[src/rtl/ifu_pkg.sv]
// Shared types for the instruction-fetch stage: fetch FSM states, buffered entry
// layout and the NOP substituted for faulting fetches.
package ifu_pkg;

  typedef enum logic [1:0] {
    IDLE = 2'd0,
    REQ  = 2'd1,
    WAIT = 2'd2
  } fetch_state_e;

  localparam logic [31:0] NOP_INST = 32'h0000_0013;

  typedef struct packed {
    logic [31:0] pc;
    logic [31:0] inst;
    logic        fault;
  } fetch_entry_t;

  function automatic logic [31:0] align_pc(input logic [31:0] pc);
    return pc & 32'hFFFF_FFFC;
  endfunction

endpackage

[src/rtl/ifu_fifo.sv]
// Synchronous instruction buffer: DEPTH entries of {pc, inst, fault}, flush wins over
// push, head is read straight from storage with no push-to-head bypass.
module ifu_fifo
  import ifu_pkg::*;
#(
  parameter  int DEPTH = 2,
  localparam int PTR_W = $clog2(DEPTH),
  localparam int CNT_W = PTR_W + 1
) (
  input  logic             clock,
  input  logic             reset,
  input  logic             push,
  input  fetch_entry_t     push_entry,
  input  logic             pop,
  input  logic             flush,
  output logic [CNT_W-1:0] count,
  output logic             head_valid,
  output fetch_entry_t     head_entry
);

  logic [PTR_W-1:0] wr_ptr_q, wr_ptr_d;
  logic [PTR_W-1:0] rd_ptr_q, rd_ptr_d;
  logic [CNT_W-1:0] count_q, count_d;
  logic             do_push, do_pop;
  fetch_entry_t     mem_q [DEPTH];

  // NOTE: every always_comb output gets a default first so no path can infer a latch.
  always_comb begin
    do_pop   = pop && (count_q != '0);
    do_push  = push && ((count_q != CNT_W'(DEPTH)) || do_pop);
    wr_ptr_d = wr_ptr_q;
    rd_ptr_d = rd_ptr_q;
    count_d  = count_q;
    if (flush) begin
      wr_ptr_d = '0;
      rd_ptr_d = '0;
      count_d  = '0;
    end else begin
      if (do_push) wr_ptr_d = wr_ptr_q + PTR_W'(1);
      if (do_pop)  rd_ptr_d = rd_ptr_q + PTR_W'(1);
      count_d = count_q + CNT_W'(do_push) - CNT_W'(do_pop);
    end
  end

  // NOTE: state flops use non-blocking assignment so every flop samples pre-edge values.
  always_ff @(posedge clock) begin
    if (reset) begin
      wr_ptr_q <= '0;
      rd_ptr_q <= '0;
      count_q  <= '0;
    end else begin
      wr_ptr_q <= wr_ptr_d;
      rd_ptr_q <= rd_ptr_d;
      count_q  <= count_d;
    end
  end

  // NOTE: storage is not reset; count gates validity, so stale words are never observed.
  always_ff @(posedge clock) begin
    if (do_push && !flush) mem_q[wr_ptr_q] <= push_entry;
  end

  assign count      = count_q;
  assign head_valid = (count_q != '0);
  assign head_entry = mem_q[rd_ptr_q];

endmodule

[src/rtl/ifu_fetch.sv]
// Instruction-fetch stage: single-outstanding word fetches on a valid/ready bus,
// buffered in ifu_fifo, with redirect handling that discards wrong-path responses.
module ifu_fetch
  import ifu_pkg::*;
#(
  parameter logic [31:0] RESET_PC   = 32'h8000_0000,
  parameter int          FIFO_DEPTH = 2
) (
  input  logic        clock,
  input  logic        reset,
  output logic        req_valid,
  input  logic        req_ready,
  output logic [31:0] req_addr,
  input  logic        resp_valid,
  input  logic [31:0] resp_data,
  input  logic        resp_err,
  output logic        inst_valid,
  input  logic        inst_ready,
  output logic [31:0] inst,
  output logic [31:0] inst_pc,
  output logic        inst_fault,
  input  logic        redirect_valid,
  input  logic [31:0] redirect_pc
);

  localparam int               CNT_W   = $clog2(FIFO_DEPTH) + 1;
  localparam logic [CNT_W-1:0] DEPTH_C = CNT_W'(FIFO_DEPTH);

  fetch_state_e     state_q, state_d;
  logic [31:0]      fetch_pc_q, fetch_pc_d;
  logic [31:0]      req_addr_q, req_addr_d;
  logic             kill_q, kill_d;
  logic             push, pop, flush, head_valid;
  logic [CNT_W-1:0] fifo_count, count_after;
  fetch_entry_t     push_entry, head_entry;

  assign flush       = redirect_valid;
  assign pop         = head_valid && inst_ready;
  assign push        = (state_q == WAIT) && resp_valid && !kill_q && !redirect_valid;
  assign count_after = flush ? '0 : fifo_count + CNT_W'(push) - CNT_W'(pop);

  always_comb begin
    push_entry.pc    = req_addr_q;
    push_entry.inst  = resp_err ? NOP_INST : resp_data;
    push_entry.fault = resp_err;
  end

  always_ff @(posedge clock) begin
    if (reset) begin
      state_q    <= IDLE;
      fetch_pc_q <= RESET_PC;
      req_addr_q <= RESET_PC;
      kill_q     <= 1'b0;
    end else begin
      state_q    <= state_d;
      fetch_pc_q <= fetch_pc_d;
      req_addr_q <= req_addr_d;
      kill_q     <= kill_d;
    end
  end

  always_comb begin
    state_d    = state_q;
    fetch_pc_d = redirect_valid ? align_pc(redirect_pc) : fetch_pc_q;
    kill_d     = kill_q;
    unique case (state_q)
      // A redirect flushes the buffer, so it can start the new path right away.
      IDLE: if (redirect_valid || fifo_count < DEPTH_C) state_d = REQ;
      REQ: begin
        // An address already on the bus stays up; kill marks its response as stale.
        if (redirect_valid) kill_d = 1'b1;
        if (req_ready) begin
          state_d = WAIT;
          if (!redirect_valid && !kill_q) fetch_pc_d = fetch_pc_q + 32'd4;
        end
      end
      WAIT: begin
        if (resp_valid) begin
          kill_d  = 1'b0;
          state_d = (count_after < DEPTH_C) ? REQ : IDLE;
        end else if (redirect_valid) begin
          kill_d = 1'b1;
        end
      end
      default: state_d = IDLE;
    endcase
    req_addr_d = (state_d == REQ && state_q != REQ) ? fetch_pc_d : req_addr_q;
  end

  always_comb begin
    req_valid  = (state_q == REQ);
    req_addr   = req_addr_q;
    inst_valid = head_valid;
    inst       = head_valid ? head_entry.inst  : '0;
    inst_pc    = head_valid ? head_entry.pc    : '0;
    inst_fault = head_valid ? head_entry.fault : 1'b0;
  end

  ifu_fifo #(.DEPTH(FIFO_DEPTH)) u_fifo (
    .clock      (clock),
    .reset      (reset),
    .push       (push),
    .push_entry (push_entry),
    .pop        (pop),
    .flush      (flush),
    .count      (fifo_count),
    .head_valid (head_valid),
    .head_entry (head_entry)
  );

  a_resp_only_in_wait: assert property (@(posedge clock) disable iff (reset)
    resp_valid |-> state_q == WAIT)
    else $error("ifu_fetch: resp_valid with no request outstanding");

endmodule
[config.mk]
export PLATFORM = sky130hd
export DESIGN_NAME = ifu_fetch
export DESIGN_NICKNAME = d
export VERILOG_FILES = /design/src/rtl/ifu_pkg.sv /design/src/rtl/ifu_fifo.sv /design/src/rtl/ifu_fetch.sv
export SDC_FILE = /design/constraint.sdc
export NUM_CORES = 1
export LEC_CHECK = 0
export CORE_ASPECT_RATIO = 0.9
export CORE_MARGIN = 5
export CORE_UTILIZATION = 39
export CTS_CLUSTER_SIZE = 10
export DETAILED_ROUTE_END_ITERATION = 10
export PLACE_DENSITY = 0.72
export SETUP_SLACK_MARGIN = 0.1
export SYNTH_ARGS = -nofsm -noshare
export SYNTH_HDL_FRONTEND = slang
export SYNTH_SLANG_ARGS = --single-unit
[constraint.sdc]
create_clock -name clock -period 9.18 [get_ports clock]
set_input_delay 1.377 -clock clock [delete_from_list [all_inputs] [get_ports clock]]
set_output_delay 1.377 -clock clock [all_outputs]
set_load 0.01 [all_outputs]
[Word-level counts from Yosys, hierarchy flattened]
Memories as Yosys holds them, arrays and structs flattened. A register that Yosys moved wholly into a read port is not among the register bits.
Cells that the tools add are included.
Operators by class
  $add $sub $neg: 7
  magnitude comparators: 2
  eq/ne operators: 5
  multiplexer cells: 21
  reduce and logical (&&, ||, !) cells: 17
Operators by type and width (number)
  2-to-1 mux 32 bit: 7
  adder 32 x 3 -> 32 bit, second input constant: 1
  logical AND 1 bit: 9
  2-to-1 mux 1 bit: 8
  2-to-1 mux 2 bit: 4
  one-hot mux 2 bit (3 select lines): 1
  adder 2 x 1 -> 2 bit: 2
  equality test 2 x 1 -> 1 bit, second input constant: 2
  less-than comparator 2 bit, second input constant: 2
  nonzero test 2 bit: 2
  subtractor 2 x 1 -> 2 bit: 2
  adder 1 bit, second input constant: 2
  equality test 2 bit, second input constant: 1
  zero test 1 bit: 2
  zero test 2 bit: 1
  logical OR 1 bit: 2
  inequality test 2 x 1 -> 1 bit, second input constant: 1
  inequality test 2 bit, second input constant: 1
  one-hot mux 1 bit (2 select lines): 1
  OR reduction 2 bit: 1
Word-level totals
  register bits: 71
  memory bits (writable): 130
  output and inout bits: 99
  memories kept: 1
Memories
  u_fifo.mem_q: depth 2, bits a word 65, read ports 1, clocked after memory_dff 1, write ports 1, line ifu_fifo.sv:25  | fetch_entry_t mem_q [DEPTH];

[Depth between registers and ports, before layout]
  depth after elaboration: 13
  gate-level depth with buffers: 10
  gate-level depth less buffers: 9

[By module]
Synthesis repeated with hierarchy kept, for this count alone.
Second synthesis, totals
  cell total of the unflattened synthesis: 755
  area total of the unflattened synthesis: 9474.1 µm²
By module, submodules not included
  ifu_fifo: instances 1, cells an instance 227, area each 5148.7 µm², sequential area each 4003.8 µm²
  ifu_fetch: instances 1, cells an instance 528, area each 4325.4 µm², sequential area each 1341.3 µm²

[Worst setup path before layout]
No wires, ideal clock.
  path kind: input -> register
  start: input inst_ready
  end: memory u_fifo.mem_q[0][0] (netlist name), enable pin
  arrival: 4862 ps
  required time: 8684 ps
  setup slack: 3822 ps
  stages on the path: 3
  cell sequence: nor2_1 > a2111oi_2 > nor2b_1
On the way
  longest elaborated chain between the ends: 7
Ends and longest elaborated chain
  from (decl): line ifu_fetch.sv:18  | input logic inst_ready,
  logical AND 1 bit: line ifu_fetch.sv:38  | assign pop = head_valid && inst_ready;
  logical AND 1 bit: line ifu_fifo.sv:29  | do_pop = pop && (count_q != '0);
  logical OR 1 bit: line ifu_fifo.sv:30  | do_push = push && ((count_q != CNT_W'(DEPTH)) || do_pop);
  logical AND 1 bit: line ifu_fifo.sv:30
  named net u_fifo.do_push: line ifu_fifo.sv:24  | logic do_push, do_pop;
  logical AND 1 bit: line ifu_fifo.sv:60  | if (do_push && !flush) mem_q[wr_ptr_q] <= push_entry;
  2-to-1 mux 1 bit: line ifu_fifo.sv:60
  2-to-1 mux 1 bit (implied by the code): line ifu_fifo.sv:60
  to (decl): line ifu_fifo.sv:25
The timed path passes the listed nets, and every way through them passes these cells.

==> Flow_metrics.wiki <==
{| class="wikitable"
! Metric !! Value
|-
| Final layout net count || 937
|-
| Final WL || 20500 µm
|-
| Height of the die || 153 µm
|-
| Number of vias after detailed routing || 5889
|-
| Status || finished, final reports clean
|-
| Endpoint class of the critical path || output pin
|-
| Most frequent cells after synthesis || 130 x sky130_fd_sc_hd__edfxtp_1, 97 x sky130_fd_sc_hd__nor2_1, 74 x sky130_fd_sc_hd__mux2i_1, 72 x sky130_fd_sc_hd__dfxtp_1, 42 x sky130_fd_sc_hd__nor2b_1
|-
| Pins Over Slew Limit || 0
|-
| CTS tree || done
|-
| Number of max-cap violations || 0
|-
| Number of iterations in the first detailed-routing pass || 5
|-
| Core area || 0.0224 mm²
|-
| Leakage power figure || 3.75 nW
|-
| Max Clock Freq || 242 MHz
|-
| Hold-fix buffer count after cts || 0
|-
| Post-route ant nets || 0
|-
| Number of clock sinks || 202
|-
| Max-slew headroom at the worst pin || 0.363
|-
| Peak supply drop || 134 µV
|-
| Class of the most critical hold timing path || reg2reg
|-
| Slew @ Worst Pin || 0.955 ns
|-
| Via count of the first global-routing pass || 5888
|-
| Required time of the worst setup path || 7.80 ns
|-
| Number of setup violations in the final report || 0
|-
| Total half-perimeter wirelength after legalization and detailed placement || 13700 µm
|-
| Post-Synthesis Cells || 730
|-
| Most area-consuming cells after synthesis || sky130_fd_sc_hd__edfxtp_1 44%, sky130_fd_sc_hd__dfxtp_1 16%, sky130_fd_sc_hd__mux2i_1 8.4%, sky130_fd_sc_hd__nor2_1 4.1%, sky130_fd_sc_hd__nor2b_1 3.0%
|-
| Post-synth net total || 808
|-
| Kind of launch point of the worst setup path || register
|-
| Fraction of the yosys area taken by sequential cells || 0.603
|-
| Asr flop ratio synth || 0
|-
| Horizontal die dimension || 169 µm
|-
| Detailed Route Iter0 Violations || 457
|-
| Ports placed on the boundary || 170
|-
| Cell Area, Synth || 0.00887 mm²
|-
| Shortest clock period the worst path allows after layout || 4.14 ns
|-
| Mean instance size in the synthesized netlist || 12.1 µm²
|-
| Clock transition at path regs || 0.05 ns
|-
| Number of buffer cells added on primary ports || 167
|-
| Final Cycle Share || 0.451
|-
| Layout area overhead || 27.3%
|-
| Number of fill cells in the layout || 1998
|-
| Warnings from Yosys || 0
|-
| Final total negative setup slack || 0 ns
|-
| Worst-skew pair later-pin latency || 0.51 ns
|-
| Via density per instance || 5.02
|-
| Number of rows created at floorplan || 52
|-
| RSZ-0062 raised after global routing || false
|-
| Final-layout worst hold slack || 0.459 ns
|-
| Post-CTS Setup Bufs || 0
|-
| Fraction of final layout cells sized beyond drive strength 1 || 0.0674
|-
| Flops & latches, synth || 202
|-
| Area share of the largest cell type after synthesis || 0.440
|-
| Clock buffers created by TritonCTS || 24
|-
| Initial antenna violation count || 0
|-
| Post-route clock skew || 0.0221 ns
|-
| Die Area || 0.0259 mm²
|-
| CP arrival || 2.76 ns
|-
| All-Layer GR Usage || 0.153
|-
| First-pass GRT wire length || 32300 µm
|-
| Number of failing hold endpoints at the final stage || 0
|-
| Initial Util || 0.395
|-
| Crit path max fanout || 44
|-
| Setup Crit Path Kind || reg2out
|-
| H-tree depth reported by CTS || 1
|-
| Cell with the most instances after synthesis || sky130_fd_sc_hd__edfxtp_1
|-
| Reg2reg start || u_fifo.count[1]$_SDFF_PP0_
|-
| Number of flops mapped to enable cells by yosys || 130
|-
| Pin count of the biggest net entering global routing || 67
|-
| Cell type contributing the most total cell area after synthesis || sky130_fd_sc_hd__edfxtp_1
|-
| Count of antenna diodes in the layout || 0
|-
| Synth unique cells || 61
|-
| Worst setup path end || inst_pc[11]
|-
| Total gr overflow || 0
|-
| CTS Buffer Depth || 3
|-
| Clock tree root buffer cell || sky130_fd_sc_hd__clkbuf_16
|-
| Dominant synthesized flop cell || sky130_fd_sc_hd__edfxtp_1
|-
| FF-to-FF End || req_addr[9]$_SDFFE_PP0P_
|-
| R2r setup slk || 5.50 ns
|-
| Routability Congestion || 0.833
|-
| Path depth of the worst reg2reg path || 11
|-
| Power density over the cells || 184 mW/mm²
|-
| Wire length per cell || 17.5 µm
|-
| Resized Gates After CTS || 0
|-
| Number of remaining DRC errors || 0
|}
layer usage:
layer	track usage	part of all wire	wire length [µm]
met5	0	0	0
met1	0.216	0.47	9700
met3	0.0387	0.073	1490
met2	0.238	0.43	8850
met4	0.0371	0.023	464
critical path, cell delays in order, from the launching register on:
cell and delay, ns:
sky130_fd_sc_hd__dfxtp_4 0.61, sky130_fd_sc_hd__buf_4 0.71, sky130_fd_sc_hd__mux2i_1 0.18, sky130_fd_sc_hd__nor2_1 0.12, sky130_fd_sc_hd__clkdlybuf4s50_1 0.61
stage by stage:
step,total power [mW],instance area [µm²],instances,utilization,setup slack (ns)
6_report,2.07,11300,1173,0.503,5.04
3_5_place_dp,1.24,10600,1130,0.471,4.73
2_1_floorplan,1.16,8870,730,-,3.82
4_1_cts,2.10,11300,1173,0.503,4.98
3_3_place_gp,1.23,10600,1130,0.471,4.77
5_1_grt,2.16,11300,1173,0.503,4.87
layout by cell type (no fill, tap or decap), drive strengths merged, types with 5 or more instances in the layout:
cell type        n
clkdlybuf4s50  166
edfxtp         130
nor2            97
mux2i           74
dfxtp           72
nor2b           42
clkbuf          42
o2bb2ai         20
nand2           18
nand2b          15
nor3            14
nor4            14
nand3           13
inv             13
xnor2           12
a21oi           12
nand4           11
buf              9
o31ai            8
ha               7
and3             6
a22o             6
and2             6
o21ai            6
and4             6
xor2             5
and3b            5
or2              5
cell families (layout without fill, tap and decap cells):
family | Yosys count | count (layout) | share of synthesized area
AOI/OAI and AO/OA | 81 | 81 | 0.0738
xor gates and xnor gates | 17 | 17 | 0.0168
adders and majority gates | 7 | 7 | 0.00988
buffers and inverters | 85 | 231 | 0.0528
DFF | 202 | 202 | 0.603
muxes | 74 | 74 | 0.0835
and+or+nand+nor | 264 | 264 | 0.160
state kept, by name, summed over array words and instances, names as in the netlist, named ones only:
signal and cells:
fetch_pc_q 32, u_fifo.count 2, req_addr 32, u_fifo.mem_q 130
u_fifo.wr_ptr_q 1, state_q 2, u_fifo.rd_ptr_q 1, kill_q 1
power by group:
| group | total (mW) | internal, mW | switching [mW] |
|---|---|---|---|
| Clock | 0.854 | 0.511 | 0.342 |
| Sequential | 1.03 | 1.00 | 0.0304 |
| Combinational | 0.185 | 0.0967 | 0.0879 |
| Total | 2.07 | 1.61 | 0.461 |
layout make-up:
| type | instances | area [µm²] | area share |
|---|---|---|---|
| well taps | 297 | 372 | 0.0329 |
| clock inverters | 1 | 16.3 | 0.00144 |
| inverters | 13 | 48.8 | 0.00432 |
| repair buffers | 175 | 1730 | 0.153 |
| flip-flops and latches | 202 | 5350 | 0.474 |
| clock buffers | 42 | 698 | 0.0618 |
| multi-input cells | 443 | 3080 | 0.273 |
worst min path at each step:
stage / start / to / depth (start not counted)
after global placement: fetch_pc_q[0]$_SDFF_PP0_ / fetch_pc_q[0]$_SDFF_PP0_ / 1
after global routing: fetch_pc_q[0]$_SDFF_PP0_ / fetch_pc_q[0]$_SDFF_PP0_ / 1
after floorplan: fetch_pc_q[0]$_SDFF_PP0_ / fetch_pc_q[0]$_SDFF_PP0_ / 1
final: fetch_pc_q[0]$_SDFF_PP0_ / fetch_pc_q[0]$_SDFF_PP0_ / 1
after detailed placement: fetch_pc_q[0]$_SDFF_PP0_ / fetch_pc_q[0]$_SDFF_PP0_ / 1
after CTS: fetch_pc_q[0]$_SDFF_PP0_ / fetch_pc_q[0]$_SDFF_PP0_ / 1
No activity file was read; power rests on OpenSTA's default activity.
